## src/rtl/icache_mem_responder.sv

```systemverilog
// Read-only memory responder for the instruction cache's two miss channels.
// Fetches one 32-bit word as four sequential byte reads and returns it with a one-cycle ready pulse.
module icache_mem_responder #(
  parameter int ADDR_WIDTH = 32,
  parameter bit Q1_FIRST   = 1'b1
) (
  input  logic                  clk_in,
  input  logic                  rst_in,
  input  logic                  rdy_in,
  input  logic                  rob_clear,
  input  logic                  q1_valid,
  input  logic [ADDR_WIDTH-1:0] q1_addr,
  output logic [31:0]           q1_result,
  output logic                  q1_ready,
  input  logic                  q2_valid,
  input  logic [ADDR_WIDTH-1:0] q2_addr,
  output logic [31:0]           q2_result,
  output logic                  q2_ready,
  input  logic [7:0]            mem_din,
  output logic [ADDR_WIDTH-1:0] mem_a,
  output logic [7:0]            mem_dout,
  output logic                  mem_wr
);

  localparam logic [1:0] S_IDLE  = 2'd0;
  localparam logic [1:0] S_FETCH = 2'd1;
  localparam logic [1:0] S_DONE  = 2'd2;

  logic [1:0]            r_state;
  logic [2:0]            r_cnt;
  logic [ADDR_WIDTH-1:0] r_base;
  logic                  r_chan;
  logic [23:0]           r_word;
  logic [ADDR_WIDTH-1:0] r_mem_a;
  logic [31:0]           r_q1_result;
  logic [31:0]           r_q2_result;
  logic                  r_q1_ready;
  logic                  r_q2_ready;

  logic                  w_pick_q2;
  logic [ADDR_WIDTH-1:0] w_next_a;

  // q2 wins only when it is the sole requester or q1 does not have priority
  assign w_pick_q2 = q2_valid && !(q1_valid && Q1_FIRST);
  assign w_next_a  = r_base + ADDR_WIDTH'(r_cnt + 3'd1);

  always_ff @(posedge clk_in) begin
    if (!rst_in) begin
      r_state     <= S_IDLE;
      r_cnt       <= 3'd0;
      r_base      <= '0;
      r_chan      <= 1'b0;
      r_word      <= 24'd0;
      r_mem_a     <= '0;
      r_q1_result <= 32'd0;
      r_q2_result <= 32'd0;
      r_q1_ready  <= 1'b0;
      r_q2_ready  <= 1'b0;
    end else if (rdy_in) begin
      if (rob_clear) begin
        r_state    <= S_IDLE;
        r_cnt      <= 3'd0;
        r_word     <= 24'd0;
        r_mem_a    <= '0;
        r_q1_ready <= 1'b0;
        r_q2_ready <= 1'b0;
      end else begin
        case (r_state)
          S_IDLE: begin
            if (q1_valid || q2_valid) begin
              r_chan  <= w_pick_q2;
              r_base  <= w_pick_q2 ? q2_addr : q1_addr;
              r_mem_a <= w_pick_q2 ? q2_addr : q1_addr;
              r_cnt   <= 3'd0;
              r_word  <= 24'd0;
              r_state <= S_FETCH;
            end else begin
              r_mem_a <= '0;
            end
          end
          S_FETCH: begin
            // mem_din always answers the address driven one cycle earlier
            if (r_cnt == 3'd4) begin
              r_state <= S_DONE;
              r_mem_a <= '0;
              if (r_chan) begin
                r_q2_result <= {mem_din, r_word};
                r_q2_ready  <= 1'b1;
              end else begin
                r_q1_result <= {mem_din, r_word};
                r_q1_ready  <= 1'b1;
              end
            end else begin
              case (r_cnt)
                3'd1:    r_word[7:0]   <= mem_din;
                3'd2:    r_word[15:8]  <= mem_din;
                3'd3:    r_word[23:16] <= mem_din;
                default: r_word        <= r_word;
              endcase
              r_cnt   <= r_cnt + 3'd1;
              r_mem_a <= (r_cnt == 3'd3) ? '0 : w_next_a;
            end
          end
          S_DONE: begin
            r_state    <= S_IDLE;
            r_cnt      <= 3'd0;
            r_q1_ready <= 1'b0;
            r_q2_ready <= 1'b0;
          end
          default: begin
            r_state    <= S_IDLE;
            r_cnt      <= 3'd0;
            r_mem_a    <= '0;
            r_q1_ready <= 1'b0;
            r_q2_ready <= 1'b0;
          end
        endcase
      end
    end
  end

  assign mem_a     = r_mem_a;
  assign q1_result = r_q1_result;
  assign q2_result = r_q2_result;
  assign q1_ready  = r_q1_ready;
  assign q2_ready  = r_q2_ready;
  assign mem_dout  = 8'd0;
  assign mem_wr    = 1'b0;

endmodule

```

## config.mk

```make
export PLATFORM = sky130hd
export DESIGN_NAME = icache_mem_responder
export DESIGN_NICKNAME = d
export VERILOG_FILES = /design/src/rtl/icache_mem_responder.sv
export SDC_FILE = /design/constraint.sdc
export NUM_CORES = 1
export LEC_CHECK = 0
export ABC_AREA = 0
export CAP_MARGIN = 20
export CELL_PAD_IN_SITES_DETAIL_PLACEMENT = 0
export CELL_PAD_IN_SITES_GLOBAL_PLACEMENT = 1
export CORE_MARGIN = 2
export CORE_UTILIZATION = 40
export CTS_CLUSTER_DIAMETER = 200
export DETAILED_ROUTE_END_ITERATION = 7
export HOLD_SLACK_MARGIN = 0.1
export PLACE_DENSITY_LB_ADDON = 0.1
export SLEW_MARGIN = 0
export SYNTH_ARGS = -nofsm -noshare
export SYNTH_HDL_FRONTEND = slang
export SYNTH_SLANG_ARGS = --single-unit
export TNS_END_PERCENT = 100
```

## constraint.sdc

```tcl
create_clock -name clk_in -period 4.9 [get_ports clk_in]
set_clock_uncertainty 0.2 [all_clocks]
set_input_delay 0.98 -clock clk_in [delete_from_list [all_inputs] [get_ports clk_in]]
set_output_delay 0.98 -clock clk_in [all_outputs]
set_load 0.02 [all_outputs]
```

==> out/results.ini, run 1 <==
[status]
status = finished, final reports clean

[die]
initial_core_util = 0.406
fp.dieW_um = 141
dieHeight_um = 141
core_area_sq_um = 18600
die_area_sq_um = 20000
pin_count = 185
rows = 50

[pwr]
peakVddDrop_v = 0.000224
pwr-share-comb = 0.106
power_leakage_nw = 3.72
internal_power_mw = 2.26
power.share.sequential = 0.450
swShare = 0.252
powerDensity_nw_per_um2 = 305
clkPwrFrac = 0.444
power_switching_mw = 0.765

[logic_synthesis]
seq_area_frac_synth = 0.425
synth_seq_cells = 160
yosysMostFrequentCell = nand2_1
yosys_warnings = 0
netlist_instances = 858
yosys.area.top_type = dfxtp_1
synth_area_sq_um = 7540
synth_top_area_frac = 0.425
postSynthAreaPerCell_sq_um = 8.78
synth-edff-count = 0
synth.area.top_cells = dfxtp_1, nand2_1, mux2i_1, a21boi_0, o211a_1
synth_ff_type = dfxtp_1
ys_async_sr_fraction = 0
ys_top_cells_by_count = nand2_1, dfxtp_1, a21boi_0
ys_types = 56

[setup_path]
rr_endpoint = mem_a[22]
cp-end-kind = flop
r2r_setup_slack_ps = 2040
critical_path.endpoint = q2_result[30]
cp-start-kind = input pin
required_ps = 5050
arrival_ps = 3280
startpoint = rob_clear
rr_worst_depth = 10
critical_path_class = in2reg
rr_startpoint = r_cnt[0]
crit_fanout = 25

[grt]
grt_max_degree = 88
overflow = 0
grt_pass1_vias = 6089
antenna_found_initial = 0
grt_usage = 0.203
grt_pass1_wl_mm = 32.5

[min_path]
hp-class = reg2reg
min_path_cells = 2

[clocking]
cts_sinks = 160
holdBufCountCts = 0
clk_pin_slew_ps = 60
cts_tree = done
clock_latency_ps = 430
cts_setup_buffers = 0
numCtsBuffers = 17
htree_levels = 4
ctsResizeCount = 0
ctsRootBufferMaster = clkbuf_16
cts_buffer_depth = 2

[timing]
max_slew_margin = 0.370
clock.fmax_mhz = 320
finalHoldViolations = 0
rsz0062_at_grt = false
timing.hold.ws_ps = 250
finalSetupViolCount = 0
tns_ps = 0
fin_crit_sh = 0.639
worstMarginPinSlew_ps = 944
final_max_slew_viol_count = 0
finalCriticalPeriod_ps = 3130

[cells_and_area]
fillerInstances = 1833
instances_no_fill = 1248
final_nets = 1089
syn_to_final_growth_pct = 31.7
layout-drive-gt1-share = 0.0651
num_antenna_cells = 0
final_util = 0.534

[placed_design]
hpwl_mm = 13.7
dp.cells = 1216
io_buffers = 175
routabilityCongestion = 0.805

[flow_run]
cap_violations = 0

[route]
drt_wl_total_mm = 19.8
drt_iter0_drc = 296
drtPass1Iterations = 4
route.met3.wl_um = 732
routed-wl-met2_mm = 9.88
met1_length_mm = 8.95
routed.top_layer = met4
vias = 6455
drcViolationCount = 0
wl_per_cell_um = 15.9
ant_nets = 0
vias_per_cell = 5.17

==> how the worst min path moves through the flow <==
stage | start | slack, ps | end
after floorplan | r_word[16] | 240 | q1_result[16]
after global placement | q2_result[23] | 240 | q2_result[23]
after detailed placement | q2_result[23] | 240 | q2_result[23]
after CTS | q2_result[23] | 250 | q2_result[23]
after global routing | q2_result[18] | 270 | q2_result[18]
final | q2_result[23] | 250 | q2_result[23]
==> stage by stage <==
| stage | area, sq um | power [mW] | setup slack [ps] |
|---|---|---|---|
| floorplan | 7570 | 1.59 | 2350 |
| global placement | 9330 | 1.72 | 1440 |
| detailed placement | 9330 | 1.72 | 1270 |
| CTS | 9920 | 3.06 | 1720 |
| global route | 9920 | 3.15 | 1550 |
| finish | 9920 | 3.03 | 1770 |
==> sequential cells by signal, indices dropped and copies added (netlist names), 2 cells and up <==
register / count
mem_a: 32
q1_result: 32
q2_result: 32
r_base: 32
r_cnt: 3
r_state: 2
r_word: 24
==> cell families after synthesis <==
family          synth area share
fa+ha+maj                 0.0176
simple gates               0.214
other cells             0.000498
flops                      0.425
buf+inv                   0.0561
compound gates             0.188
mux                       0.0638
xor+xnor                  0.0349
==> power groups by stage <==
stage | registers (mW) | clock network [mW] | logic [mW]
floorplan | 1.40 | 0 | 0.196
global placement | 1.39 | 0 | 0.322
detailed placement | 1.39 | 0 | 0.323
CTS | 1.36 | 1.37 | 0.324
global route | 1.37 | 1.43 | 0.352
finish | 1.36 | 1.35 | 0.320
==> metal layers <==
layer | track usage | vias up
met2 | 0.347 | 135
met5 | 0 | -
met4 | 0.0563 | 0
met1 | 0.260 | 3033
met3 | 0.0425 | 17
li1 | - | 3270
==> critical path, stage by stage <==
cell and delay, ps:
clkdlybuf4s50_1 510, nor3b_4 460, nor2b_4 270, nand2_1 110
nor2_2 320, buf_4 350, nand2_1 100, a21boi_0 150
==> cell type report <==
type,instances,area [sq um],area share
clock buffers,18,439,0.0443
flip-flops and latches,160,3200,0.323
multi-input cells,626,3960,0.399
well taps,234,293,0.0295
clock inverters,14,154,0.0155
repair buffers,187,1840,0.185
inverters,9,33.8,0.00340
==> cells in the final DEF (no fill, tap or decap), types with 3 or more instances in the layout <==
master / count
o211a_1: 30
a21oi_1: 28
nand3_1: 29
nor3b_1: 17
xnor2_1: 26
nor2_2: 4
a21boi_0: 49
o21ai_0: 13
clkdlybuf4s50_1: 174
and2_1: 5
a221oi_1: 17
clkbuf_16: 17
nand2_1: 198
clkinvlp_4: 3
inv_6: 7
nor2_1: 34
mux2i_1: 48
xor2_1: 4
inv_1: 9
nand4_1: 14
buf_4: 13
a32o_1: 6
conb_1: 9
ha_1: 9
dfxtp_1: 160
nor2b_1: 8
and3_1: 6
a21boi_1: 18
nand2b_1: 3
o22ai_1: 11
a22oi_1: 6
nor3_1: 3
Note: power is estimated with default switching activity, not from simulation.
==> inputs of run 2 (changes only) <==
--- a/config.mk
+++ b/config.mk
@@ -10,7 +10,7 @@
 export CELL_PAD_IN_SITES_DETAIL_PLACEMENT = 0
 export CELL_PAD_IN_SITES_GLOBAL_PLACEMENT = 1
 export CORE_MARGIN = 2
-export CORE_UTILIZATION = 40
+export CORE_UTILIZATION = 37
 export CTS_CLUSTER_DIAMETER = 200
 export DETAILED_ROUTE_END_ITERATION = 7
 export HOLD_SLACK_MARGIN = 0.1
==> constraint.sdc (replaced) <==
create_clock -name clk_in -period 3.2 [get_ports clk_in]
set_clock_uncertainty 0.2 [all_clocks]
set_input_delay 0.64 -clock clk_in [delete_from_list [all_inputs] [get_ports clk_in]]
set_output_delay 0.64 -clock clk_in [all_outputs]
set_load 0.02 [all_outputs]
==> out/results.ini, run 2 (synthesis results as in run 1) <==
[setup_path]
critical_path_class = reg2reg
cp-end-kind = flop
crit_chain = inv_1 > ha_1 > inv_1 > fa_1 > a21oi_1 > nor3_1 > buf_4 > nand3_1 > xnor2_1 > a221oi_1 > nor3b_1
slowest_delay_ps = 490
rr_endpoint = mem_a[22]
cp_common_cell = inv_1
crit_slowest_cell = a21oi_1
cp-start-kind = flop
startpoint = r_cnt[0]
rr_worst_depth = 11
rr_startpoint = r_cnt[0]
arrival_ps = 2810
crit_fanout = 5
required_ps = 3310
r2r_setup_slack_ps = 500

[grt]
grt_use_met1 = 0.247
grt_pass1_wl_mm = 33.7
grtUsageMet2 = 0.334
grt_pass1_vias = 6342
grt_max_degree = 64
top_usage_layer = met2
antenna_found_initial = 0
grt_usage = 0.196
overflow = 0
met3_usage = 0.0488

[timing]
timing.hold.ws_ps = 252
final_max_slew_viol_count = 0
worstMarginPinSlew_ps = 619
tns_ps = 0
fin_crit_sh = 0.843
finalCriticalPeriod_ps = 2700
clock.fmax_mhz = 371
rsz0062_at_grt = false
max_slew_margin = 0.586
finalHoldViolations = 0
finalSetupViolCount = 0

[status]
status = finished, final reports clean

[pwr]
power.share.sequential = 0.459
clkPwrFrac = 0.428
peakVddDrop_v = 0.000356
power_switching_mw = 1.18
internal_power_mw = 3.38
power_leakage_nw = 3.81
powerDensity_nw_per_um2 = 451
pwr-share-comb = 0.113
swShare = 0.258

[route]
drcViolationCount = 0
vias = 6482
wl_per_cell_um = 16.0
vias_per_cell = 4.99
ant_nets = 0
drtPass1Iterations = 4
drt_wl_total_mm = 20.8
drt_iter0_drc = 291

[clocking]
cts_tree = done
holdBufCountCts = 0
numCtsBuffers = 17
clk_pin_slew_ps = 70
cts_buffer_depth = 2
ctsResizeCount = 0
cts_sinks = 160
htree_levels = 4
clock_latency_ps = 430
cts_setup_buffers = 0
ctsRootBufferMaster = clkbuf_16

[die]
fp.dieW_um = 147
die_area_sq_um = 21500
core_area_sq_um = 20100
dieHeight_um = 147
pin_count = 185
initial_core_util = 0.375
rows = 52

[placed_design]
io_buffers = 175
routabilityCongestion = 0.790
hpwl_mm = 14.7

[cells_and_area]
layout-drive-gt1-share = 0.0787
final_common_cell = nand2_1
syn_to_final_growth_pct = 34.0
num_antenna_cells = 0
final_cell_mix = nand2_1, clkdlybuf4s50_1, dfxtp_1, a21boi_0, mux2i_1
final_nets = 1104

[min_path]
min_path_cells = 2
hp-class = reg2reg
hp-start = q2_result[23]
hold_end = q2_result[23]

[flow_run]
cap_violations = 0

==> run 2: worst max-delay path: cells and delay by family, from the launching register on <==
kind | cells | cell delay, ps
XOR/XNOR | 1 | 80
flip-flops | 1 | 350
AND/OR/NAND/NOR | 3 | 270
adder cells (fa/ha/maj) | 2 | 590
AO/OA/AOI/OAI | 2 | 730
buffers and inverters | 3 | 380
==> run 2: worst max-delay path by stage <==
stage / end / slack (ps) / cells past startpoint
global placement: r_word[19] / 380 / 6
CTS: mem_a[22] / 480 / 11
global route: mem_a[22] / 230 / 11
detailed placement: r_word[22] / 320 / 6
finish: mem_a[22] / 500 / 11
floorplan: mem_a[23] / 830 / 9
==> run 2: power by group through the flow <==
stage / sequential (mW) / clock, mW / combinational, mW
2_1_floorplan: 2.14 / 0 / 0.300
3_3_place_gp: 2.13 / 0 / 0.519
3_5_place_dp: 2.13 / 0 / 0.520
4_1_cts: 2.09 / 2.00 / 0.521
5_1_grt: 2.10 / 2.09 / 0.566
6_report: 2.09 / 1.95 / 0.516
==> run 2: through the flow <==
step	setup slack, ps	total power [mW]	area (sq um)	util	instances
global placement	384	2.65	9540	0.474	1267
detailed placement	319	2.65	9540	0.474	1267
CTS	478	4.61	10100	0.502	1299
floorplan	826	2.44	7570	-	866
finish	501	4.56	10100	0.502	1299
global route	230	4.75	10100	0.502	1299
==> run 2: final cells by class <==
cell class	count	area, sq um
clock buffer	17	425
sequential	160	3200
inverter	9	33.8
tap	270	338
timing repair buffer	202	2000
multi-input combinational	626	3960
clock inverter	15	133
fill	1914	10000
==> run 2: metal layers <==
layer | up-vias | part of all wire
li1 | 3295 | -
met1 | 3011 | 0.45
met2 | 155 | 0.48
met3 | 21 | 0.055
met4 | 0 | 0.011
met5 | - | 0
==> inputs of run 3 (changes only) <==
==> constraint.sdc (replaced) <==
create_clock -name clk_in -period 2.75 [get_ports clk_in]
set_clock_uncertainty 0.2 [all_clocks]
set_input_delay 0.55 -clock clk_in [delete_from_list [all_inputs] [get_ports clk_in]]
set_output_delay 0.55 -clock clk_in [all_outputs]
set_load 0.02 [all_outputs]
==> out/results.ini, run 3 (synthesis results as in run 1) <==
[timing]
finalCriticalPeriod_ps = 2580
tns_ps = 0
setup_ws_ps = 169
worstMarginPinSlew_ps = 597
fin_crit_sh = 0.938
timing.hold.ws_ps = 251
clock.fmax_mhz = 387
final_max_slew_viol_count = 0
max_slew_margin = 0.601
finalHoldViolations = 0
finalSetupViolCount = 0

[cells_and_area]
final_cell_mix = nand2_1, clkdlybuf4s50_1, dfxtp_1, a21boi_0, mux2i_1
num_antenna_cells = 0
final_util = 0.511
final_nets = 1111
final_common_cell = nand2_1
syn_to_final_growth_pct = 36.4
design_area_sq_um = 10300
layout-drive-gt1-share = 0.0869
instances_no_fill = 1306

[grt]
grt_pass1_vias = 6484
antenna_found_initial = 0
grt_pass1_wl_mm = 34.4
overflow = 0
grt_usage = 0.199
grt_max_degree = 59

[setup_path]
r2r_setup_slack_ps = 170
crit_family = buffers and inverters
required_ps = 2860
crit_fanout = 6
cp-start-kind = flop
crit_slowest_cell = dfxtp_2
cp-end-kind = flop
slowest_delay_ps = 370
critical_path_buf_inv_count = 3
critical_path_class = reg2reg
arrival_ps = 2700
crit_chain = inv_1 > buf_4 > ha_1 > or2b_2 > a211oi_2 > clkdlybuf4s18_2 > nand4_1 > xnor2_1 > a211oi_1 > nor2_1

[pwr]
peakVddDrop_v = 0.000373
power.total_mw = 5.55
powerDensity_nw_per_um2 = 540
power_leakage_nw = 3.88

[clocking]
holdBufCountCts = 0
cts_sinks = 160
cts_tree = done
htree_levels = 4
cts_buffer_depth = 2
numCtsBuffers = 17
ctsRootBufferMaster = clkbuf_16
clk_pin_slew_ps = 70
clock_latency_ps = 430

[die]
initial_core_util = 0.375
fp.dieW_um = 147
die_area_sq_um = 21500
rows = 52
dieHeight_um = 147
pin_count = 185
core_area_sq_um = 20100

[route]
drcViolationCount = 0
drtPass1Iterations = 7
ant_nets = 0
drt_wl_total_mm = 21.0
vias_per_cell = 5.01
wl_per_cell_um = 16.1
drt_iter0_drc = 379
vias = 6537

[placed_design]
hpwl_mm = 14.7
dp.cells = 1272
routabilityCongestion = 0.782
post-place-ws_ps = -2.93
placedInstanceArea_sq_um = 9640
io_buffers = 175

[status]
status = finished, final reports clean

[flow_run]
cap_violations = 0

[min_path]
hp-class = reg2reg

run 3: area by class of cell:
cell class              instances  area [sq um]
well taps                     270           338
flip-flops and latches        160          3200
clock inverters                14           179
inverters                       9          33.8
multi-input cells             626          3970
repair buffers                209          2120
fillers                      1955          9830
clock buffers                  18           439
run 3: metal layers:
metal	global-route usage	routed length (um)
met5	0	0
met1	0.249	9330
met4	0.0515	206
met2	0.347	10500
met3	0.0429	976
run 3: report_power, final:
group / switching, mW / internal (mW) / leakage (nW)
sequential: 0.0583 / 2.37 / 1.30
clock: 1.03 / 1.47 / 0.300
combinational: 0.303 / 0.315 / 2.28
total: 1.39 / 4.16 / 3.88
run 3: what timing repair did:
action / CTS / global route
buffers inserted: 0 / 1
gates resized for setup: 0 / 3
setup endpoints to repair: 0 / 4
run 3: worst paths after layout:
kind | start | to | cells past startpoint
worst max-delay path | r_cnt[0] | mem_a[25] | 10
worst min-delay path | q2_result[22] | q2_result[22] | 2
worst max register to register | r_cnt[0] | mem_a[25] | 10
worst min register to register | q2_result[22] | q2_result[22] | 2
run 3: tightest hold or removal path, cell delays in order, from the launching register on:
cell and delay (ps):
dfxtp_1 310, nand2_1 50, a21boi_1 50
